$ cat src/rtl/vga_frame_gen.sv
// VGA frame generator: fixed raster timing fed by a valid-qualified pixel stream.
// FRAME_GEN_PATTERN_EN selects a test gradient instead of magenta as underflow fill.
module vga_frame_gen #(
    parameter int H_ACTIVE = 16,
    parameter int V_ACTIVE = 16,
    parameter int H_BLANK  = 8,
    parameter int V_BLANK  = 4
) (
    input  logic        vga_clk,
    input  logic        rst,
    input  logic        en,
    input  logic        pix_valid,
    input  logic        pix_sof,
    input  logic [23:0] pix_data,
    output logic        pix_ready,
    output logic        vga_vs,
    output logic        vga_hs,
    output logic        vga_de,
    output logic [23:0] vga_data,
    output logic [7:0]  frame_cnt,
    output logic        underflow,
    output logic        sync_err
);

    localparam int H_TOT = H_ACTIVE + H_BLANK;
    localparam int V_TOT = 1 + V_ACTIVE + V_BLANK;
    localparam int HW = ($clog2(H_TOT) < 4) ? 4 : $clog2(H_TOT);
    localparam int VW = ($clog2(V_TOT) < 4) ? 4 : $clog2(V_TOT);

    localparam logic [HW-1:0] H_LAST = HW'(H_TOT - 1);
    localparam logic [VW-1:0] V_LAST = VW'(V_TOT - 1);
    localparam logic [HW-1:0] H_ACT  = HW'(H_ACTIVE);
    localparam logic [HW-1:0] H_SYNC = HW'(H_ACTIVE + 1);
    localparam logic [VW-1:0] V_ACT  = VW'(V_ACTIVE);
    localparam logic [VW-1:0] V_ONE  = VW'(1);

    typedef enum logic {
        IDLE,
        RUN
    } state_t;

    state_t          state, state_nx;
    logic [HW-1:0]   h_cnt, h_nx;
    logic [VW-1:0]   v_cnt, v_nx;
    logic            h_last, v_last, frame_end;
    logic            slot, first_slot, accept;
    logic [23:0]     fill;

    always_comb begin
        h_last     = (h_cnt == H_LAST);
        v_last     = (v_cnt == V_LAST);
        frame_end  = (state == RUN) && h_last && v_last;
        slot       = (v_cnt >= V_ONE) && (v_cnt <= V_ACT) && (h_cnt < H_ACT);
        pix_ready  = (state == RUN) && slot;
        accept     = pix_ready && pix_valid;
        first_slot = (v_cnt == V_ONE) && (h_cnt == '0);
    end

`ifdef FRAME_GEN_PATTERN_EN
    logic [3:0] v_row;
    always_comb begin
        v_row = v_cnt[3:0] - 4'd1;
        fill  = {h_cnt[3:0], 4'h0, v_row, 4'h0, frame_cnt};
    end
`else
    always_comb begin
        fill = 24'hFF00FF;
    end
`endif

    // A frame in flight always completes; en is only honoured at its last cycle.
    always_comb begin
        state_nx = state;
        h_nx     = h_cnt;
        v_nx     = v_cnt;
        unique case (state)
            IDLE: begin
                h_nx = '0;
                v_nx = '0;
                if (en) state_nx = RUN;
            end
            RUN: begin
                if (h_last) begin
                    h_nx = '0;
                    if (v_last) begin
                        v_nx = '0;
                        if (!en) state_nx = IDLE;
                    end else begin
                        v_nx = v_cnt + V_ONE;
                    end
                end else begin
                    h_nx = h_cnt + HW'(1);
                end
            end
        endcase
    end

    always_ff @(posedge vga_clk) begin
        if (rst) begin
            state     <= IDLE;
            h_cnt     <= '0;
            v_cnt     <= '0;
            vga_vs    <= 1'b0;
            vga_hs    <= 1'b0;
            vga_de    <= 1'b0;
            vga_data  <= '0;
            frame_cnt <= '0;
            underflow <= 1'b0;
            sync_err  <= 1'b0;
        end else begin
            state     <= state_nx;
            h_cnt     <= h_nx;
            v_cnt     <= v_nx;
            vga_vs    <= (state == RUN) && (v_cnt <= V_ACT);
            vga_hs    <= (state == RUN) && (h_cnt >= H_ACT) && (h_cnt <= H_SYNC);
            vga_de    <= pix_ready;
            if (pix_ready) vga_data <= pix_valid ? pix_data : fill;
            else           vga_data <= '0;
            frame_cnt <= frame_cnt + {7'd0, frame_end};
            if (pix_ready && !pix_valid) underflow <= 1'b1;
            if (accept && (first_slot != pix_sof)) sync_err <= 1'b1;
        end
    end

endmodule

$ cat config.mk
export PLATFORM = sky130hd
export DESIGN_NAME = vga_frame_gen
export DESIGN_NICKNAME = d
export VERILOG_FILES = /design/src/rtl/vga_frame_gen.sv
export SDC_FILE = /design/constraint.sdc
export NUM_CORES = 1
export LEC_CHECK = 0
export ABC_AREA = 1
export CAP_MARGIN = 40
export CORE_MARGIN = 2
export CORE_UTILIZATION = 39
export CTS_CLUSTER_DIAMETER = 80
export CTS_CLUSTER_SIZE = 8
export DETAILED_ROUTE_END_ITERATION = 10
export PLACE_DENSITY = 0.74
export SLEW_MARGIN = 20
export SYNTH_ARGS = -nofsm -noshare
export SYNTH_HDL_FRONTEND = slang
export SYNTH_SLANG_ARGS = --single-unit
$ cat constraint.sdc
create_clock -name vga_clk -period 2.3 [get_ports vga_clk]
set_clock_uncertainty 0.15 [all_clocks]
set_input_delay 0.23 -clock vga_clk [delete_from_list [all_inputs] [get_ports vga_clk]]
set_output_delay 0.23 -clock vga_clk [all_outputs]
set_load 0.01 [all_outputs]
# Word level (Yosys, flattened, before mapping)
# Cells that the tools add are included.
[word_totals]
input_bits = 29
word_cells = 53
regBits = 48
output_inout_bits = 38
[op_classes]
n_eq_ne = 5
bitwise = 3
reduce_logical = 16
order_cmp = 5
n_mux = 10
n_addsub = 3
[ops]
columns = ["op", "count"]
rows = [
  ["24-bit two-way mux", 1],
  ["5-bit one-hot mux with 2 select lines", 2],
  ["5-bit two-way mux", 3],
  ["1-bit logical AND", 12],
  ["5-bit by 1-bit adder with 5-bit output (second input constant)", 2],
  ["5-bit equality test (second input constant)", 2],
  ["5-bit <= comparator (second input constant)", 2],
  ["8-bit by 1-bit adder with 8-bit output", 1],
  ["5-bit by 1-bit equality test with 1-bit output (second input constant)", 1],
  ["5-bit by 1-bit greater-or-equal comparator with 1-bit output (second input constant)", 1],
  ["5-bit greater-or-equal comparator (second input constant)", 1],
  ["5-bit zero test", 1],
  ["5-bit less-than comparator (second input constant)", 1],
  ["1-bit two-way mux", 3],
  ["1-bit NOT", 3],
  ["3-bit OR reduction", 1],
  ["2-bit by 1-bit != test with 1-bit output (second input constant)", 1],
  ["1-bit one-hot mux with 2 select lines", 1],
  ["2-bit OR reduction", 1],
  ["1-bit zero test", 1],
  ["1-bit != test", 1],
]

# Depth between registers and ports, before layout
[depth]
depth_word = 6
depth_mapped = 14
mapped_depth_nobuf = 14

# Worst setup path after synthesis
# No wires, ideal clock.
[synth_timing]
kind = "register -> register"
start = "register h_cnt[0]"
end = "register frame_cnt[6]"
synth_period_minus_slack_ns = 2.179
setup_time_ns = 0.115
n_path_buf = 0
t_arrival_ns = 1.914
required_ns = 2.035
stages_incl_launch_ff = 15
setup_slack_ns = 0.121
path_cell_list = "dfxtp_1 -> ha_1 -> nand2_1 -> nor3_1 -> inv_1 -> nor3_1 -> ha_1 -> ha_1 -> nand2_1 -> inv_1 -> nand2_1 -> nor2_1 -> nand3_1 -> nand2_1 -> nor2_1"
[synth_between]
elab_chain_cells = 4
[synth_rtl]
columns = ["item", "line", "text"]
rows = [
  ["from (decl)", "43", "logic [HW-1:0] h_cnt, h_nx;"],
  ["from (signal assigned)", "112", "h_cnt <= h_nx;"],
  ["5-bit equality test", "50", "h_last = (h_cnt == H_LAST);"],
  ["1-bit logical AND (2 in a row)", "52", "frame_end = (state == RUN) && h_last && v_last;"],
  ["8-bit by 1-bit adder with 8-bit output", "119", "frame_cnt <= frame_cnt + {7'd0, frame_end};"],
  ["to (signal assigned)", "119", ""],
  ["to (decl)", "20", "output logic [7:0] frame_cnt,"],
]
# Every way passes these cells.
# A chain may end at the register's enable or synchronous reset.

# Final worst setup path
[layout_timing]
start = "register h_cnt[0]"
end = "register frame_cnt[7]"
# The elaborated chain is that of the path after synthesis.

==> reports/summary.log <==
INFO  logic_synthesis yosys_warnings=0
INFO  timing         final.min_clock_period=2120ps
INFO  place          dp_worst_setup_slack=12.1ps
INFO  clock_tree     clkSlewWorstSetupHoldPaths=80ps
INFO  logic_synthesis synth_top_cells_by_count=sky130_fd_sc_hd__dfxtp_1, sky130_fd_sc_hd__nand2_1, sky130_fd_sc_hd__inv_1
INFO  logic_synthesis synth.top_cells.by_area=sky130_fd_sc_hd__dfxtp_1, sky130_fd_sc_hd__nand2_1, sky130_fd_sc_hd__inv_1, sky130_fd_sc_hd__ha_1, sky130_fd_sc_hd__nor2_1
INFO  global_route   grt.overflow.total=0
INFO  timing         setup_viol=0
INFO  hold_path      min-delay-path-class=reg -> reg
INFO  setup_path     r2r_startpoint=h_cnt[0]
INFO  global_route   grt_pass1_vias=1403
INFO  global_route   grt_usage=14.6%
INFO  global_route   grt_first_pass_wirelength=6000um
INFO  timing         worst-slew-pin-transition=305ps
INFO  power          ir_worst_vdd=0.329mV
INFO  place          place.detailed.hpwl=2700um
INFO  logic_synthesis synth.most_common_cell=sky130_fd_sc_hd__dfxtp_1
INFO  job            max_cap_viol_count=0
INFO  logic_synthesis synth_area=0.00181sqmm
INFO  setup_path     max_stage_delay=370ps
INFO  hold_path      hold_path_startpoint=h_cnt[0]
INFO  setup_path     reg2regPathDepth=13
INFO  place          numPlacedInstances=328
INFO  route          totalWireLength=3770um
INFO  setup_path     crit_chain=ha_2 -> nand2_2 -> nor3_4 -> inv_2 -> nor3_2 -> ha_2 -> nand3_1 -> nor2_1 -> nand2_1 -> nor2_2 -> nand3_1 -> nand2_1 -> nor2_1
INFO  route          number_of_drc_violations_after_detailed_routing_iteration_0=67
INFO  clock_tree     root_buffer=sky130_fd_sc_hd__clkbuf_8
INFO  floorplan      initial_core_util=41.0%
INFO  logic_synthesis synthDistinctLibCells=23
INFO  setup_path     end_kind=flip-flop
INFO  power          cellLeakagePower=1.16nW
INFO  outcome        status=finished clean
INFO  layout         design.final.nets=322
INFO  setup_path     startpoint_type=flip-flop
INFO  timing         max-slew-margin-rel=79.6%
INFO  setup_path     critPathKind=reg -> reg
INFO  floorplan      placement_rows=24
INFO  floorplan      design.die.area=0.00520sqmm
INFO  place          post_dp_cell_area=0.00253sqmm
INFO  timing         worst_slack=175ps
INFO  layout         post_layout_instance_count_excluding_filler_cells=338
INFO  layout         fraction_of_final_layout_cells_with_drive_strength_greater_than_1=14.7%
INFO  clock_tree     h-tree-depth=2
INFO  clock_tree     clock_tree.buffer_depth=2
INFO  timing         max_clock_freq=471MHz
INFO  place          finalWeightedCongestion=0.816
INFO  route          wl_per_cell=11.1um
INFO  logic_synthesis syn-num-nets=247
INFO  power          post-layout-total-power=1.54mW
INFO  power          cellPowerDensity=570mW/mm^2
INFO  logic_synthesis synth_cells=210
INFO  hold_path      hold_end=h_cnt[0]
INFO  layout         antennaDiodeCount=0
INFO  setup_path     timing.critical_path.buf_inv=1
INFO  logic_synthesis top_cell_type_s_share_of_synthesized_area=53.1%
INFO  layout         area_growth=49.3%
INFO  hold_path      worst_hold_path.num_cells=1
INFO  layout         fillerInstances=358
INFO  floorplan      chipWidth=72.1um
INFO  logic_synthesis synth_area_leader_cell=sky130_fd_sc_hd__dfxtp_1
INFO  floorplan      ioPinCount=67
INFO  floorplan      coreArea=0.00441sqmm
INFO  setup_path     max_fo_critical_path=5
INFO  logic_synthesis postSynth.topFlopCell=sky130_fd_sc_hd__dfxtp_1
INFO  route          viasPerCell=4.56
INFO  setup_path     critical-path-top-delay-family=simple AND/OR/NAND/NOR gates
INFO  global_route   maximum_number_of_pins_on_one_net_before_global_route_repair=21
INFO  logic_synthesis number_of_enable_type_register_cells_in_the_synthesized_netlist=0
INFO  timing         timing.final.crit_share=92.4%
INFO  logic_synthesis async_set_or_reset_flop_fraction_in_the_synthesized_netlist=0%
INFO  place          portBuffers=66
INFO  timing         timing.final.max_slew_violations=0
INFO  setup_path     critical-path-slowest-cell=sky130_fd_sc_hd__dfxtp_4
INFO  clock_tree     cts.sinks=48
INFO  clock_tree     tritoncts=built
INFO  logic_synthesis synth-seq-area-share=53.1%
INFO  route          drc_errors=0
INFO  clock_tree     cts_buffers=5
INFO  setup_path     timing.critical_path.arrival=2170ps
INFO  setup_path     regToRegEndpoint=frame_cnt[7]
INFO  setup_path     worst_ep_required_time=2350ps
INFO  layout         post-route-util=61.2%
INFO  floorplan      chipHeight=72.1um
INFO  clock_tree     worstSkewPairLatency=290ps
INFO  timing         hold_vio_cnt_final=0
INFO  route          vias=1541
INFO  global_route   number_of_antenna_violations_at_the_first_check_in_global_routing=0
INFO  route          remaining_antenna_violation_count=0
INFO  setup_path     r2r_setup_slack=180ps
INFO  clock_tree     holdBufCountCts=0
INFO  route          first_pass_drt_iterations=4
INFO  logic_synthesis ys_ff_latch=48
INFO  layout         fin_area=0.00270sqmm
INFO  logic_synthesis post_syn_area_per_cell=8.62squm
## layout by cell type, fill, tap and decap left out, types with 4 or more instances in the layout
cell type	synthesis	layout
sky130_fd_sc_hd__nor2_1	20	17
sky130_fd_sc_hd__clkbuf_8	0	5
sky130_fd_sc_hd__dfxtp_1	48	44
sky130_fd_sc_hd__ha_1	8	5
sky130_fd_sc_hd__a21oi_1	10	10
sky130_fd_sc_hd__nor2_2	9	12
sky130_fd_sc_hd__nand2_1	37	36
sky130_fd_sc_hd__nand4_1	4	4
sky130_fd_sc_hd__nand3_1	11	11
sky130_fd_sc_hd__o21a_1	8	8
sky130_fd_sc_hd__inv_2	2	4
sky130_fd_sc_hd__clkdlybuf4s50_1	0	65
sky130_fd_sc_hd__inv_1	30	28
sky130_fd_sc_hd__buf_4	1	4
sky130_fd_sc_hd__o21ai_0	4	4
## registers in the layout, summed over array words and instances, names as in the netlist
signal and count:
frame_cnt 8, sync_err 1, vga_data 24, underflow 1, v_cnt 5, vga_de 1, vga_vs 1, h_cnt 5
vga_hs 1, state 1
## cell families after synthesis
logic type	after synthesis	synth area share (%)
simple gates	90	23.4
flops	48	53.1
buf+inv	35	7.88
compound gates	25	8.22
fa+ha+maj	8	5.53
xor+xnor	4	1.94
## worst max path at each step
stage                  start            to  cells after the start
floorplan           h_cnt[0]  frame_cnt[6]                     14
global placement    h_cnt[0]  frame_cnt[6]                     14
detailed placement  h_cnt[0]  frame_cnt[7]                     13
CTS                 v_cnt[1]     pix_ready                      9
global route        h_cnt[0]  frame_cnt[6]                     14
finish              h_cnt[0]  frame_cnt[7]                     13
## where the power goes
group	switching, mW	internal, mW	total [mW]
registers	0.00701	0.838	0.845
clock network	0.275	0.322	0.596
logic	0.0423	0.0572	0.0995
total	0.324	1.22	1.54
## metrics by stage
| step | setup TNS [ps] | hold WS, ps |
|---|---|---|
| global route | -49.5 | 317 |
| finish | 0 | 297 |
| CTS | 0 | 296 |
| global placement | 0 | 288 |
| detailed placement | 0 | 291 |
| floorplan | 0 | 149 |
## metal layers
layer  up-vias  GRT usage [%]  part of all wire, %
li1        809              -                    -
met1       682           16.8                   42
met2        48           24.2                   50
met3         2           5.28                  7.2
met4         0           7.13                  1.0
met5         -              0                    0
## area by class of cell
type / instances / area (sq um) / share of cell area [%]
clock inverters: 3 / 42.5 / 1.57
flip-flops and latches: 48 / 968 / 35.8
repair buffers: 70 / 693 / 25.6
multi-input cells: 127 / 741 / 27.4
clock buffers: 5 / 68.8 / 2.55
well taps: 52 / 65.1 / 2.41
inverters: 33 / 124 / 4.58
## timing repair
action / in CTS / in global routing
setup endpoints to repair: 2 / 5
pin swaps: 0 / 3
resized for setup: 2 / 16
setup buffers: 0 / 2
Note: power is estimated with default switching activity, not from simulation.
